[config.mk]
export PLATFORM = sky130hd
export DESIGN_NAME = if_id_buffer
export DESIGN_NICKNAME = d
export VERILOG_FILES = /design/src/rtl/mips16_pkg.sv /design/src/rtl/sat_counter16.sv /design/src/rtl/if_id_buffer.sv
export SDC_FILE = /design/constraint.sdc
export NUM_CORES = 1
export LEC_CHECK = 0
export ABC_AREA = 1
export CORE_MARGIN = 3
export CORE_UTILIZATION = 42
export CTS_CLUSTER_DIAMETER = 200
export DETAILED_ROUTE_END_ITERATION = 10
export PLACE_DENSITY = 0.69
export SETUP_SLACK_MARGIN = 0.5
export SKIP_LAST_GASP = 1
export SYNTH_ARGS = -nofsm -noshare
export SYNTH_HDL_FRONTEND = slang
export SYNTH_SLANG_ARGS = --single-unit
[constraint.sdc]
create_clock -name clock -period 6.2 [get_ports clock]
set_input_delay 1.86 -clock clock [delete_from_list [all_inputs] [get_ports clock]]
set_output_delay 1.86 -clock clock [all_outputs]
set_load 0.02 [all_outputs]
[src/rtl/mips16_pkg.sv]
// Shared widths, NOP encoding and IF/ID buffer state encoding.
package mips16_pkg;
  localparam int          DEF_DATA_W    = 32;
  localparam int          DEF_PC_W      = 32;
  localparam logic [31:0] DEF_NOP_INSTR = 32'h0000_0000;

  // Encoding doubles as the occupancy count.
  typedef enum logic [1:0] {
    EMPTY = 2'b00,
    ONE   = 2'b01,
    FULL  = 2'b10
  } buf_state_t;
endpackage

[src/rtl/sat_counter16.sv]
// 16-bit saturating accumulator with a 2-bit increment.
// Latency: count updates on the edge after en. Backpressure: none, never wraps.
module sat_counter16 (
  input  logic        clock,
  input  logic        reset_n,
  input  logic        en,
  input  logic [1:0]  inc,
  output logic [15:0] count
);
  logic [15:0] count_q;
  logic [16:0] sum;

  assign sum   = {1'b0, count_q} + {15'd0, inc};
  assign count = count_q;

  always_ff @(posedge clock or negedge reset_n) begin
    if (!reset_n) begin
      count_q <= 16'd0;
    end else if (en) begin
      count_q <= sum[16] ? 16'hFFFF : sum[15:0];
    end
  end
endmodule

[src/rtl/if_id_buffer.sv]
// IF/ID boundary: 2-entry skid buffer between fetch and decode, flush squashes to a NOP bubble.
// Latency: 1 cycle from accept to out_* when EMPTY (or ONE with a consume).
// Backpressure: in_ready drops only in FULL and is decoded from state alone.
module if_id_buffer
  import mips16_pkg::*;
#(
  parameter int                 DATA_W    = DEF_DATA_W,
  parameter int                 PC_W      = DEF_PC_W,
  parameter logic [DATA_W-1:0]  NOP_INSTR = DATA_W'(DEF_NOP_INSTR)
) (
  input  logic              clock,
  input  logic              reset_n,
  input  logic [DATA_W-1:0] in_instr,
  input  logic [PC_W-1:0]   in_pc,
  input  logic              in_valid,
  output logic              in_ready,
  input  logic              stall,
  input  logic              flush,
  output logic [DATA_W-1:0] out_instr,
  output logic [PC_W-1:0]   out_pc,
  output logic              out_valid,
  output logic [1:0]        occupancy,
  output logic [15:0]       drop_count
);
  buf_state_t        state_q, state_d;
  logic [DATA_W-1:0] head_instr_q, skid_instr_q;
  logic [PC_W-1:0]   head_pc_q, skid_pc_q;
  logic              accept, consume;
  logic              load_head, head_from_skid, load_skid, clear_head;

  assign in_ready  = (state_q != FULL);
  assign out_valid = (state_q != EMPTY);
  assign occupancy = state_q;
  assign accept    = in_valid & in_ready;
  assign consume   = out_valid & ~stall;
  assign out_instr = out_valid ? head_instr_q : NOP_INSTR;
  assign out_pc    = head_pc_q;

  always_ff @(posedge clock or negedge reset_n) begin
    if (!reset_n) state_q <= EMPTY;
    else          state_q <= state_d;
  end

  always_comb begin
    state_d        = state_q;
    load_head      = 1'b0;
    head_from_skid = 1'b0;
    load_skid      = 1'b0;
    clear_head     = 1'b0;
    if (flush) begin
      state_d    = EMPTY;
      clear_head = 1'b1;
    end else begin
      unique case (state_q)
        EMPTY: if (accept) begin
          load_head = 1'b1;
          state_d   = ONE;
        end
        ONE: begin
          if (accept && consume) begin
            load_head = 1'b1;
          end else if (accept) begin
            load_skid = 1'b1;
            state_d   = FULL;
          end else if (consume) begin
            clear_head = 1'b1;
            state_d    = EMPTY;
          end
        end
        FULL: if (consume) begin
          head_from_skid = 1'b1;
          state_d        = ONE;
        end
        default: state_d = EMPTY;
      endcase
    end
  end

  // out_pc is left untouched on clear so it holds its last value.
  always_ff @(posedge clock or negedge reset_n) begin
    if (!reset_n) begin
      head_instr_q <= NOP_INSTR;
      head_pc_q    <= '0;
      skid_instr_q <= '0;
      skid_pc_q    <= '0;
    end else begin
      if (load_head) begin
        head_instr_q <= in_instr;
        head_pc_q    <= in_pc;
      end else if (head_from_skid) begin
        head_instr_q <= skid_instr_q;
        head_pc_q    <= skid_pc_q;
      end else if (clear_head) begin
        head_instr_q <= NOP_INSTR;
      end
      if (load_skid) begin
        skid_instr_q <= in_instr;
        skid_pc_q    <= in_pc;
      end
    end
  end

  // A flush squashes every held word plus a word whose handshake completed this cycle.
  sat_counter16 u_drop_cnt (
    .clock   (clock),
    .reset_n (reset_n),
    .en      (flush),
    .inc     (state_q + {1'b0, accept}),
    .count   (drop_count)
  );
endmodule

Word level (Yosys, flattened, before mapping)

Cells that the tools add are included.

Add/subtract/negate cells: 2
Equal/unequal tests: 7
Muxes and demuxes: 28
Bitwise gates (word level): 3
Reduce and logical (&&, ||, !) cells: 6

Operators with widths:

| kind                                                                  | count |
|---|---|
| 32-bit 2-to-1 mux                                                     | 6 |
| 16-bit by 2-bit adder with 17-bit output                              | 1 |
| 16-bit 2-to-1 mux                                                     | 1 |
| 1-bit 2-to-1 mux                                                      | 13 |
| 2-bit 2-to-1 mux                                                      | 6 |
| 3-bit != test, second input constant                                  | 3 |
| 2-bit one-hot mux with 3 select lines                                 | 1 |
| 4-bit != test, second input constant                                  | 1 |
| 4-bit AND reduction                                                   | 1 |
| 2-bit nonzero test                                                    | 2 |
| 3-bit nonzero test                                                    | 1 |
| 2-bit by 1-bit adder with 2-bit output                                | 1 |
| 1-bit AND                                                             | 2 |
| 2-bit by 1-bit equality test with 1-bit output, second input constant | 1 |
| 2-bit equality test, second input constant                            | 1 |
| 2-bit logical NOT                                                     | 1 |
| 2-bit != test, second input constant                                  | 1 |
| 1-bit one-hot mux with 2 select lines                                 | 1 |
| 1-bit logical AND                                                     | 1 |
| 1-bit inverter                                                        | 1 |

Register bits: 146
Bits of input ports: 69
Output and inout port bits: 84
Word-level logic and storage cells: 52

Longest topological paths before layout

Gate-level depths: netlist of the first run.

Depth after elaboration: 10
Depth in mapped cells: 14
Mapped depth without buffers: 14

Modules after synthesis

Synthesis of the first run repeated with hierarchy kept, for this count alone.

Cells, all modules: 845
Area, all modules: 6,871.6 µm²

Modules (own cells, without submodules):

| module        | times used | cells each | area an instance (µm²) | sequential area each (µm²) |
|---|---|---|---|---|
| if_id_buffer  | 1          | 716        | 5,828.1                | 3,253.1 |
| sat_counter16 | 1          | 129        | 1,043.5                | 400.4 |

Worst setup path after synthesis of the first run

No wires, ideal clock.

Kind: in2reg
From: input in_valid
To: register u_drop_cnt.count_q[11] (netlist: u_drop_cnt.count[11])
Library setup time: 0.126 ns
Data arrival time: 3.387 ns
Data required time: 6.074 ns
Setup slack: 2.687 ns
Stages: 10
Path buffers: 1
Cells stage by stage: nand2_1 -> inv_1 -> ha_1 -> ha_1 -> fa_1 -> nand2_1 -> nor2_1 -> nand4_1 -> buf_2 -> nand3_1

Longest elaborated chain between the ends: 4

RTL lines:

| element                                  | line                | RTL |
|---|---|---|
| start, declared                          | if_id_buffer.sv:15  | `input logic in_valid,` |
| 1-bit AND                                | if_id_buffer.sv:34  | `assign accept = in_valid & in_ready;` |
| 2-bit by 1-bit adder with 2-bit output   | if_id_buffer.sv:108 | `.inc (state_q + {1'b0, accept}),` |
| 16-bit by 2-bit adder with 17-bit output | sat_counter16.sv:13 | `assign sum = {1'b0, count_q} + {15'd0, inc};` |
| 16-bit 2-to-1 mux                        | sat_counter16.sv:20 | `count_q <= sum[16] ? 16'hFFFF : sum[15:0];` |
| end signal, assigned                     | sat_counter16.sv:20 |  |
| end, declared                            | sat_counter16.sv:10 | `logic [15:0] count_q;` |

No other way between the ends.
A chain may end at the register's enable or synchronous reset.

Worst setup path in the final report of the first run

From: input flush
To: register head_instr_q[22]

Longest elaborated chain between the ends: 3
Elaborated cells on any way between the ends: 6
Classes of those cells: 5 x mux; 1 x reduce/logical

RTL lines:

| element              | line               | RTL |
|---|---|---|
| start, declared      | if_id_buffer.sv:18 | `input logic flush,` |
| 1-bit 2-to-1 mux     | if_id_buffer.sv:50 | `if (flush) begin` |
| 32-bit 2-to-1 mux    | if_id_buffer.sv:90 | `end else if (head_from_skid) begin` |
| 32-bit 2-to-1 mux    | if_id_buffer.sv:87 | `if (load_head) begin` |
| end signal, assigned | if_id_buffer.sv:88 | `head_instr_q <= in_instr;` |
| end signal, assigned | if_id_buffer.sv:91 | `head_instr_q <= skid_instr_q;` |
| end, declared        | if_id_buffer.sv:26 | `logic [DATA_W-1:0] head_instr_q, skid_instr_q;` |

Parallel ways exist; a longest one is shown, timed or not.

==> results by group, run 1 <==
Outcome
  • Status: finished clean

Global route
  • First-pass GRT wire length: ~30 mm
  • Antenna violations before repair: 0
  • Grt ovf: 0
  • Pin count of the biggest net entering global routing: 108
  • Vias in the first global route: around 6,000
  • GRT Resource Usage Total: 0.2057

Cells and area
  • Antenna diodes: 0
  • Layout area overhead: 32.75%
  • Layout Cells excl Fill: 1,166
  • Layout cells sized above 1: 0.05864
  • # fillers: 1,404
  • Final #Nets: 1,015

Worst setup path
  • Critical path's top delay family: buffers and inverters
  • Worst Path Max Fanout: 34
  • Setup crit start kind: input pin
  • Worst r2r src: occupancy[1]
  • Cells along the critical path: clkdlybuf4s50_1, nor2_4, nand3_2, inv_2, nand2_1, nand3_1
  • Setup crit end kind: flip-flop
  • Worst path bufs/invs: 2
  • Data required, critical path: 6540 ps
  • Slowest-stage cell, CP: inv_2
  • Worst EP arrival: 4560 ps
  • CP startpoint: flush
  • Max incr delay on CP: 800 ps
  • Setup CP Type: input pin to flip-flop

Drt
  • DRC violations left: 0
  • Routed len/inst: 15.37 um
  • Total routed wirelength: 17.92 mm
  • DR vias/cell: roughly 5.2
  • TritonRoute pass-1 iters: 6
  • Routed Antenna Nets: 0
  • Routed via count: 6,023
  • Starting DRT DRC Count: approximately 560

Place
  • Routability Congestion: approximately 0.86
  • IO buf count: 152
  • DP HPWL: 10.83 mm
  • Cells after DPL: 1,134

Clock network
  • Longest Clk Path Bufs: 2
  • Worst skew pair latency: 410 ps
  • Sinks on Clock Net: around 150
  • Num CTS Buffers: 17
  • Worst-path clk slew: around 60 ps
  • Root Buffer: clkbuf_16
  • CTS tree: built
  • H-Tree Depth: 4
  • Count of cells resized by post-cts repair: 0
  • Post-CTS setup buffer count: 0
  • Hold Buf Count CTS: 0

STA
  • Max Freq: 0.2374 GHz
  • Relative slew slack: 0.3353
  • Worst-Margin Slew: 997.0 ps
  • Setup TNS Final: 0 ps
  • Hold_ws: 472.7 ps
  • Final hold vios: 0
  • Final worst-path cycle share: 0.6794
  • Unrepaired setup endpoints after global routing: false
  • Max Slew Vio Count: 0
  • Final count of negative-setup-slack endpoints: 0
  • Post-Route Skew: between 5 and 6 ps
  • Min cycle time layout: 4212 ps

Yosys
  • Syn_nets: 893
  • Ranking of synthesized cells by area: dfrtp_1 (54%), nand2_1 (13%), nand4_1 (6.3%)
  • Mapped Avg Cell Area: 8.313 sq um
  • Cell taking the most area after synthesis: dfrtp_1
  • Synth top area share: 0.5360
  • Netlist cell types: 28
  • Seq cells post-synth: between 100 and 150
  • Post-Syn Area: 6817 sq um
  • Register area share after synthesis: 0.5360
  • Synth Instances: about 800
  • Ys Warns: 0

Floorplan
  • Die width: 133.4 um
  • Initial Util: 0.4386
  • Die Y-Extent: roughly 130 um
  • Core area: 15,540 sq um
  • I/O pin count: approximately 150
  • Full die area: 17,790 sq um
  • Placement Rows: 45

Power
  • Clock power frac: 0.345
  • Pleak: ~4.2 nW
  • Cell Pwr Density: 354.4 nW/um^2
  • Switching part of the total power: 0.2999
  • Logic pwr share: 0.233
  • Total power draw: 3.207 mW
  • Switching power: 961.6 uW
  • Reg power frac: 0.421
  • Pint: 2.245 mW
  • Peak VDD IR: 0.2009 mV

Hold path
  • Worst hold path type: flip-flop to flip-flop
  • Hold_sp: skid_instr_q[26]

Job
  • Max Cap Violations: 0
-- state kept, by name (all words and copies together) (netlist names) --
name,cells
head_instr_q,32
occupancy,2
out_pc,32
skid_instr_q,32
skid_pc_q,32
u_drop_cnt.count,16
-- power groups by stage --
stage	combinational, mW	clock [mW]	sequential (mW)
2_1_floorplan	0.357	0	1.41
3_3_place_gp	0.741	0	1.35
3_5_place_dp	0.755	0	1.36
4_1_cts	0.759	1.13	1.35
5_1_grt	0.837	1.17	1.38
6_report	0.748	1.11	1.35
-- worst min-delay path: cells and delay by family, from the launching register on --
family | cells | cell delay, ps
flip-flops | 1 | 340
AND/OR/NAND/NOR | 2 | 100
-- stage by stage --
stage | util | setup WS (ps) | cell area [sq um]
4_1_cts | 0.5823 | 1950 | 9049
3_3_place_gp | 0.5407 | 1637 | 8402
5_1_grt | 0.5823 | 1785 | 9049
2_1_floorplan | - | 2687 | 6817
3_5_place_dp | 0.5407 | 1576 | 8402
6_report | 0.5823 | 1988 | 9049
-- synth_stat cells, drive strengths merged --
library cell	n
or2	1
xor2	5
clkbuf	27
o21ai	39
nor2	52
xnor2	1
dfrtp	146
o211ai	32
o21bai	1
nand4	69
inv	86
a21oi	1
nor3	3
clkinv	1
nand2	237
ha	3
buf	29
nand3	86
fa	1
-- cells by family after synthesis --
| group | count (synthesis) | share of synthesized area |
|---|---|---|
| DFF | 146 | 0.5360 |
| adders and majority gates | 4 | 0.008444 |
| and+or+nand+nor | 448 | 0.2935 |
| AOI/OAI and AO/OA | 73 | 0.06682 |
| buffers and inverters | 143 | 0.08755 |
| xor gates and xnor gates | 6 | 0.007709 |
-- area by class of cell --
| cell class | instances | area, sq um | area share |
|---|---|---|---|
| Clock inverter | 9 | 148.9 | 0.01645 |
| Clock buffer | 23 | 498.0 | 0.05503 |
| Timing Repair Buffer | 159 | 1575 | 0.1741 |
| Multi-Input combinational cell | 531 | 2581 | 0.2853 |
| Inverter | 87 | 326.6 | 0.03609 |
| Tap cell | 211 | 264.0 | 0.02918 |
| Sequential cell | 146 | 3655 | 0.4039 |
-- placed cells by master, fill, tap and decap left out, types with 3 or more instances in the layout --
master / instances
nor2_4: 4
nand2_1: 235
nand3_1: 85
ha_1: 3
bufinv_16: 4
clkdlybuf4s50_1: 151
clkinv_2: 4
xor2_1: 5
clkbuf_16: 17
nor2_1: 47
dfrtp_1: 145
inv_1: 81
nor3_1: 3
o21ai_1: 22
clkbuf_8: 5
buf_4: 7
o21ai_0: 16
o211ai_1: 32
nand4_1: 69
inv_2: 5
-- metal layers --
| layer | track usage | part of all wire | up-vias |
|---|---|---|---|
| met5 | 0 | 0 | - |
| met4 | 0.06229 | 0.013 | 0 |
| met3 | 0.04796 | 0.058 | 14 |
| met2 | 0.3310 | 0.49 | 196 |
| met1 | 0.2790 | 0.44 | 2870 |
| li1 | - | - | 2943 |
-- worst paths after layout --
kind,end,slack [ps],depth (start not counted)
worst max register to register,u_drop_cnt.count[10],2930,11
worst min-delay path,skid_instr_q[26],470,2
max in group asynchronous,skid_pc_q[2],3480,2
min in group asynchronous,u_drop_cnt.count[11],1570,1
worst min register to register,skid_instr_q[26],470,2
worst max-delay path,head_instr_q[22],1990,6
(Power assumes the default switching activity.)
==> run 2, diff against run 1 <==
--- a/config.mk
+++ b/config.mk
@@ -10,7 +10,7 @@
 export CORE_UTILIZATION = 42
 export CTS_CLUSTER_DIAMETER = 200
 export DETAILED_ROUTE_END_ITERATION = 10
-export PLACE_DENSITY = 0.69
+export PLACE_DENSITY = 0.71
 export SETUP_SLACK_MARGIN = 0.5
 export SKIP_LAST_GASP = 1
 export SYNTH_ARGS = -nofsm -noshare
==> constraint.sdc (replaced) <==
create_clock -name clock -period 3.7 [get_ports clock]
set_input_delay 1.11 -clock clock [delete_from_list [all_inputs] [get_ports clock]]
set_output_delay 1.11 -clock clock [all_outputs]
set_load 0.02 [all_outputs]
==> run 2 against run 1 <==
  * Die area is the same
  * Sequential power grew 68%
  * Highest routed layer is now met5
  * Cell count grew 0.69%
  * Sequential share of layout area shrank 0.22 points
==> results by group, run 2 (synthesized netlist as in run 1, its figures left out) <==
Drt
  • TritonRoute pass-1 iters: 5 (-1)
  • Total routed wirelength: 17.92 mm (about the same)
  • DR vias/cell: 5.114 (-0.99%)
  • Starting DRT DRC Count: 395 (-30%)
  • Routed via count: 6,004 (-0.32%)
  • DRC violations left: 0 (unchanged)
  • Routed len/inst: 15.26 um (-0.70%)
  • Routed Antenna Nets: 0 (unchanged)

STA
  • Relative slew slack: 0.4496 (+0.1143)
  • Setup TNS Final: 0 ps (unchanged)
  • Max Slew Vio Count: 0 (unchanged)
  • Final hold vios: 0 (unchanged)
  • Min cycle time layout: ~3000 ps
  • Post-Route Skew: 13.31 ps (+7.380 ps)
  • Unrepaired setup endpoints after global routing: false
  • Final worst-path cycle share: 0.8354
  • Max Freq: 0.3235 GHz
  • Final count of negative-setup-slack endpoints: 0 (unchanged)
  • Worst-Margin Slew: 823.6 ps (-173.4 ps)

Global route
  • First-pass GRT wire length: 29.86 mm (-0.41%)
  • Antenna violations before repair: 1 (+1)
  • Pin count of the biggest net entering global routing: 71 (-34%)
  • Vias in the first global route: 5,847 (-1.8%)
  • GRT Resource Usage Total: 0.2074 (+0.001645)
  • Grt ovf: 0 (unchanged)

Cells and area
  • Most common cell after layout, fill and taps aside: nand2_1
  • Antenna diodes: 0 (unchanged)
  • Layout Cells excl Fill: 1,174 (+0.69%)
  • Most frequent cells in the layout: nand2_1 (235), clkdlybuf4s50_1 (150), dfrtp_1 (144), nand3_1 (85), inv_1 (81)
  • Area of the multi-input gates: 2589 sq um (+0.29%)
  • Layout area overhead: 33.52%
  • Layout cells sized above 1: 0.06750 (+0.008859)
  • Final #Nets: 1,023 (+0.79%)
  • # fillers: 1,433 (+2.1%)
  • FF/Latch Area: 3656 sq um (about the same)

Floorplan
  • Die width: 133.4 um (unchanged)
  • Die Y-Extent: 133.4 um (unchanged)
  • I/O pin count: 153 (unchanged)
  • Core area: 15,540 sq um (unchanged)
  • Placement Rows: 45 (unchanged)
  • Full die area: 17,790 sq um (unchanged)
  • Initial Util: 0.4386 (unchanged)

Clock network
  • Root Buffer: clkbuf_16
  • Worst skew pair latency: 430 ps (+20 ps)
  • Longest Clk Path Bufs: 2 (unchanged)
  • Hold Buf Count CTS: 0 (unchanged)
  • Sinks on Clock Net: 146 (unchanged)
  • CTS tree: built
  • H-Tree Depth: 4 (unchanged)
  • Num CTS Buffers: 17 (unchanged)
  • Worst-path clk slew: 50 ps (about the same)

Power
  • Peak VDD IR: 0.3486 mV (+74%)
  • Pint: 3.670 mW (+63%)
  • Pleak: 4.188 nW (+0.42%)
  • Logic pwr share: 0.239 (+0.006)
  • Total power draw: 5.294 mW (+65%)
  • Switching part of the total power: 0.3068 (+0.006880)
  • Clock power frac: 0.332 (-0.013)
  • Cell Pwr Density: 581.7 nW/um^2 (+64%)
  • Switching power: 1.624 mW (+69%)
  • Reg power frac: 0.428 (+0.007)

Worst setup path
  • Data required, critical path: 2590 ps (-3950 ps)
  • Setup crit end kind: output pin
  • Path depth of the worst reg2reg path: 10 (-1)
  • Worst Path Max Fanout: 26 (-24%)
  • Register-to-Register Setup Slack: 990 ps (-1940 ps)
  • Setup crit start kind: flip-flop
  • Setup CP Type: flip-flop to output pin
  • Worst EP arrival: 1980 ps (-2580 ps)

Place
  • DP HPWL: 11.22 mm (+3.6%)
  • Cells after DPL: 1,141 (+0.62%)
  • Routability Congestion: 0.8669 (+0.36%)
  • IO buf count: 152 (unchanged)

Hold path
  • Worst hold path type: flip-flop to flip-flop
  • Hold path depth: 2 (unchanged)

Job
  • Max Cap Violations: 0 (unchanged)

Outcome
  • Status: finished clean
run 2: per-stage QoR:
stage          utilization  setup WS [ps]  instance area [sq um]  hold slack (ps)
2_1_floorplan            -          937.0                   6817            442.0
3_3_place_gp        0.5453          385.5                   8474            452.8
3_5_place_dp        0.5453          300.2                   8474            459.4
4_1_cts             0.5854          560.7                   9097            472.4
5_1_grt             0.5857          517.0                   9101            486.4
6_report            0.5857          608.9                   9101            469.1
run 2: layer usage:
layer,vias to the layer above,GRT usage,share of wire
li1,2959,-,-
met1,2839,0.2822,0.45
met2,186,0.3262,0.48
met3,18,0.05249,0.055
met4,2,0.06914,0.012
met5,-,0,0.00039
run 2: power by group through the flow:
stage | Clock (mW) | Sequential (mW) | Combinational (mW)
after detailed placement | 0 | 2.28 | 1.27
after global routing | 1.86 | 2.32 | 1.41
after global placement | 0 | 2.27 | 1.25
final | 1.76 | 2.27 | 1.27
after CTS | 1.79 | 2.26 | 1.29
after floorplan | 0 | 2.37 | 0.598
run 2: area by class of cell:
| type | count | share of cell area |
|---|---|---|
| Clock inverter | 9 | 0.01416 |
| Multi-Input combinational cell | 531 | 0.2844 |
| Inverter | 87 | 0.03588 |
| Sequential cell | 146 | 0.4017 |
| Timing Repair Buffer | 167 | 0.1823 |
| Tap cell | 211 | 0.02901 |
| Clock buffer | 23 | 0.05252 |
run 2: what timing repair did:
| action | CTS | global route |
|---|---|---|
| setup buffers | 1 | 0 |
| endpoints found under the setup margin | 26 | 10 |
| resized for setup | 2 | 2 |
| hold endpoints to repair | 0 | 0 |
| pin swaps | 1 | 0 |
run 2: worst max-delay path, cell delays in order, from the launching register on:
cell and delay [ps]:
dfrtp_2 570, nor2_4 60, buf_6 180, nor2_1 110, clkdlybuf4s50_1 630
run 2: worst paths after layout:
kind,from,end
max in group asynchronous,reset_n,head_instr_q[6]
worst min register to register,skid_instr_q[30],skid_instr_q[30]
worst min-delay path,skid_instr_q[30],skid_instr_q[30]
min in group asynchronous,reset_n,out_pc[6]
worst max register to register,occupancy[1],u_drop_cnt.count[12]
worst max-delay path,occupancy[1],out_instr[11]
==> run 3, diff against run 2 <==
--- a/config.mk
+++ b/config.mk
@@ -10,7 +10,7 @@
 export CORE_UTILIZATION = 42
 export CTS_CLUSTER_DIAMETER = 200
 export DETAILED_ROUTE_END_ITERATION = 10
-export PLACE_DENSITY = 0.71
+export PLACE_DENSITY = 0.69
 export SETUP_SLACK_MARGIN = 0.5
 export SKIP_LAST_GASP = 1
 export SYNTH_ARGS = -nofsm -noshare
==> constraint.sdc (replaced) <==
create_clock -name clock -period 3.02 [get_ports clock]
set_input_delay 0.906 -clock clock [delete_from_list [all_inputs] [get_ports clock]]
set_output_delay 0.906 -clock clock [all_outputs]
set_load 0.02 [all_outputs]
==> run 3 against run 2 <==
  * Global-route usage grew 0.62 points
  * Largest power group unchanged
  * Critical path type unchanged
  * Register-to-register slack lost 290 ps
  * Combinational power grew 31%
  * Worst setup slack lost 61 ps
  * Highest routed layer is now met4
  * Total power grew 21%
  * Via count grew 3.6%
  * Clock power grew 13%
  * Clock-buffer cell count grew 4
==> results by group, run 3 (synthesized netlist as in run 1, its figures left out) <==
Cells and area
  • Antenna diodes: 0 (unchanged)
  • Layout cells sized above 1: 0.1173 (+0.04985)
  • Most frequent cells in the layout: nand2_1 (232), dfrtp_1 (144), clkdlybuf4s50_1 (115), nand3_1 (85), inv_1 (81)
  • Most common cell after layout, fill and taps aside: nand2_1
  • Final #Nets: 1,041 (+1.8%)
  • # fillers: 1,385 (-3.3%)
  • Post-route core utilization: 0.5944 (+0.008776)
  • FF/Latch Area: 3656 sq um (unchanged)
  • Area of the multi-input gates: 2619 sq um (+1.2%)
  • Layout area overhead: 35.52%

Clock network
  • Root Buffer: clkbuf_16
  • Sinks on Clock Net: 146 (unchanged)
  • Hold Buf Count CTS: 0 (unchanged)
  • H-Tree Depth: 4 (unchanged)
  • Worst-path clk slew: 60 ps (about the same)
  • CTS tree: built
  • Longest Clk Path Bufs: 2 (unchanged)
  • Num CTS Buffers: 17 (unchanged)
  • Worst skew pair latency: 410 ps (-20 ps)

STA
  • Post-Route Skew: 9.239 ps (-4.069 ps)
  • Final hold vios: 0 (unchanged)
  • Worst-Margin Slew: 835.5 ps (+11.88 ps)
  • Max Freq: 0.4046 GHz
  • Min cycle time layout: ~2500 ps
  • Final worst-path cycle share: 0.8185
  • Max Slew Vio Count: 0 (unchanged)
  • Final Worst Setup Slack: 548.1 ps (-60.80 ps)
  • Relative slew slack: 0.4430 (-0.006616)
  • Unrepaired setup endpoints after global routing: true
  • Final count of negative-setup-slack endpoints: 0 (unchanged)

Worst setup path
  • Setup CP Type: flip-flop to output pin
  • Setup crit start kind: flip-flop
  • Worst Path Max Fanout: 16 (-38%)
  • Path depth of the worst reg2reg path: 13 (+3)
  • Data required, critical path: 2110 ps (-480 ps)
  • Setup crit end kind: output pin
  • Register-to-Register Setup Slack: 700 ps (-290 ps)
  • Worst EP arrival: 1570 ps (-410 ps)

Global route
  • Grt ovf: 0 (unchanged)
  • Vias in the first global route: 5,985 (+2.4%)
  • Pin count of the biggest net entering global routing: 79 (+11%)
  • GRT Resource Usage Total: 0.2136 (+0.006193)
  • First-pass GRT wire length: 30.82 mm (+3.2%)
  • Antenna violations before repair: 0 (-1)

Drt
  • Routed Antenna Nets: 0 (unchanged)
  • DRC violations left: 0 (unchanged)
  • TritonRoute pass-1 iters: 5 (unchanged)
  • Starting DRT DRC Count: 584 (+48%)
  • Met1 Routed Length: 8.459 mm (+5.4%)
  • DR vias/cell: 5.222 (+2.1%)
  • Routed len/inst: 15.62 um (+2.4%)
  • Total routed wirelength: 18.61 mm (+3.8%)
  • Routed via count: 6,219 (+3.6%)
  • WL met2: 8.824 mm (+1.7%)
  • Met3 routed WL: 1.016 mm (+2.2%)
  • Top Metal Used: met4

Floorplan
  • Placement Rows: 45 (unchanged)
  • I/O pin count: 153 (unchanged)
  • Full die area: 17,790 sq um (unchanged)
  • Core area: 15,540 sq um (unchanged)
  • Die Y-Extent: 133.4 um (unchanged)
  • Die width: 133.4 um (unchanged)
  • Initial Util: 0.4386 (unchanged)

Power
  • Peak VDD IR: 0.4830 mV (+39%)
  • Reg power frac: 0.431 (+0.003)
  • Switching part of the total power: 0.3112 (+0.004485)
  • Logic pwr share: 0.260 (+0.021)
  • Pleak: 4.363 nW (+4.2%)
  • Clock power frac: 0.309 (-0.023)
  • Cell Pwr Density: 695.8 nW/um^2 (+20%)
  • Pint: 4.427 mW (+21%)
  • Switching power: 2.000 mW (+23%)

Place
  • Routability Congestion: 0.8657 (-0.14%)
  • DP HPWL: 11.09 mm (-1.2%)
  • DP Worst Slack: -53.21 ps (-353.4 ps)
  • IO buf count: 152 (unchanged)

Hold path
  • Worst hold path type: input pin to asynchronous set/reset pin

Job
  • Max Cap Violations: 0 (unchanged)

Outcome
  • Status: finished clean
[run 3: cell types whose count changed in the layout (fill, tap and decap cells not counted), sizes merged]
cell           before  now
dlymetal6s2s        0    3
clkdlybuf4s15       0   13
clkbuf             23   31
bufinv              3    1
clkinv              5    4
clkdlybuf4s50     150  115
buf                17   50
clkinvlp            2    0
[run 3: power groups by stage]
stage	Clock (mW)	Sequential, mW	Combinational [mW]
3_5_place_dp	0	2.79	1.60
5_1_grt	2.10	2.83	1.86
6_report	1.99	2.77	1.67
3_3_place_gp	0	2.77	1.57
2_1_floorplan	0	2.90	0.732
4_1_cts	2.02	2.76	1.68
[run 3: path summary, 6_finish.rpt]
path                                   from              endpoint
min                                 reset_n  u_drop_cnt.count[15]
min reg2reg                skid_instr_q[28]      skid_instr_q[28]
max in group asynchronous           reset_n       skid_instr_q[2]
max reg2reg                    occupancy[0]   u_drop_cnt.count[4]
min in group clock         skid_instr_q[28]      skid_instr_q[28]
max                            occupancy[0]         out_instr[13]
[run 3: per-stage QoR]
step / hold WS (ps) / cell area [sq um] / instances / setup TNS [ps] / total power [mW]
6_report: 397.7 / 9238 / 1191 / 0 / 6.428
5_1_grt: 411.0 / 9238 / 1191 / 0 / 6.785
4_1_cts: 393.5 / 9315 / 1188 / 0 / 6.463
3_5_place_dp: 459.2 / 8574 / 1147 / -115.7 / 4.385
3_3_place_gp: 453.8 / 8574 / 1147 / -15.86 / 4.341
2_1_floorplan: 442.0 / 6823 / 820 / 0 / 3.630
[run 3: routing by layer]
layer  vias to the layer above  GRT usage
met1                      3004     0.2981
met4                         0    0.07429
met3                        23    0.04418
li1                       2994          -
met2                       198     0.3330
met5                         -          0
[run 3: timing repair]
action,4_1_cts,5_1_grt
cloned,3,0
pin swaps,5,5
setup buffers,7,3
gates resized for setup,103,27
endpoints found under the setup margin,50,49
[run 3: cell type report]
class | instances | share of cell area
multi-input cells | 531 | 0.2835
well taps | 211 | 0.02858
inverters | 87 | 0.03535
repair buffers | 185 | 0.1971
clock buffers | 27 | 0.05445
clock inverters | 4 | 0.005282
flip-flops and latches | 146 | 0.3958
[run 3: critical path: stages, from the launching register on]
cell,delay [ps]
dfrtp_2,440
nor2_4,140
buf_12,140
buf_16,140
nor2_1,40
clkdlybuf4s15_2,240
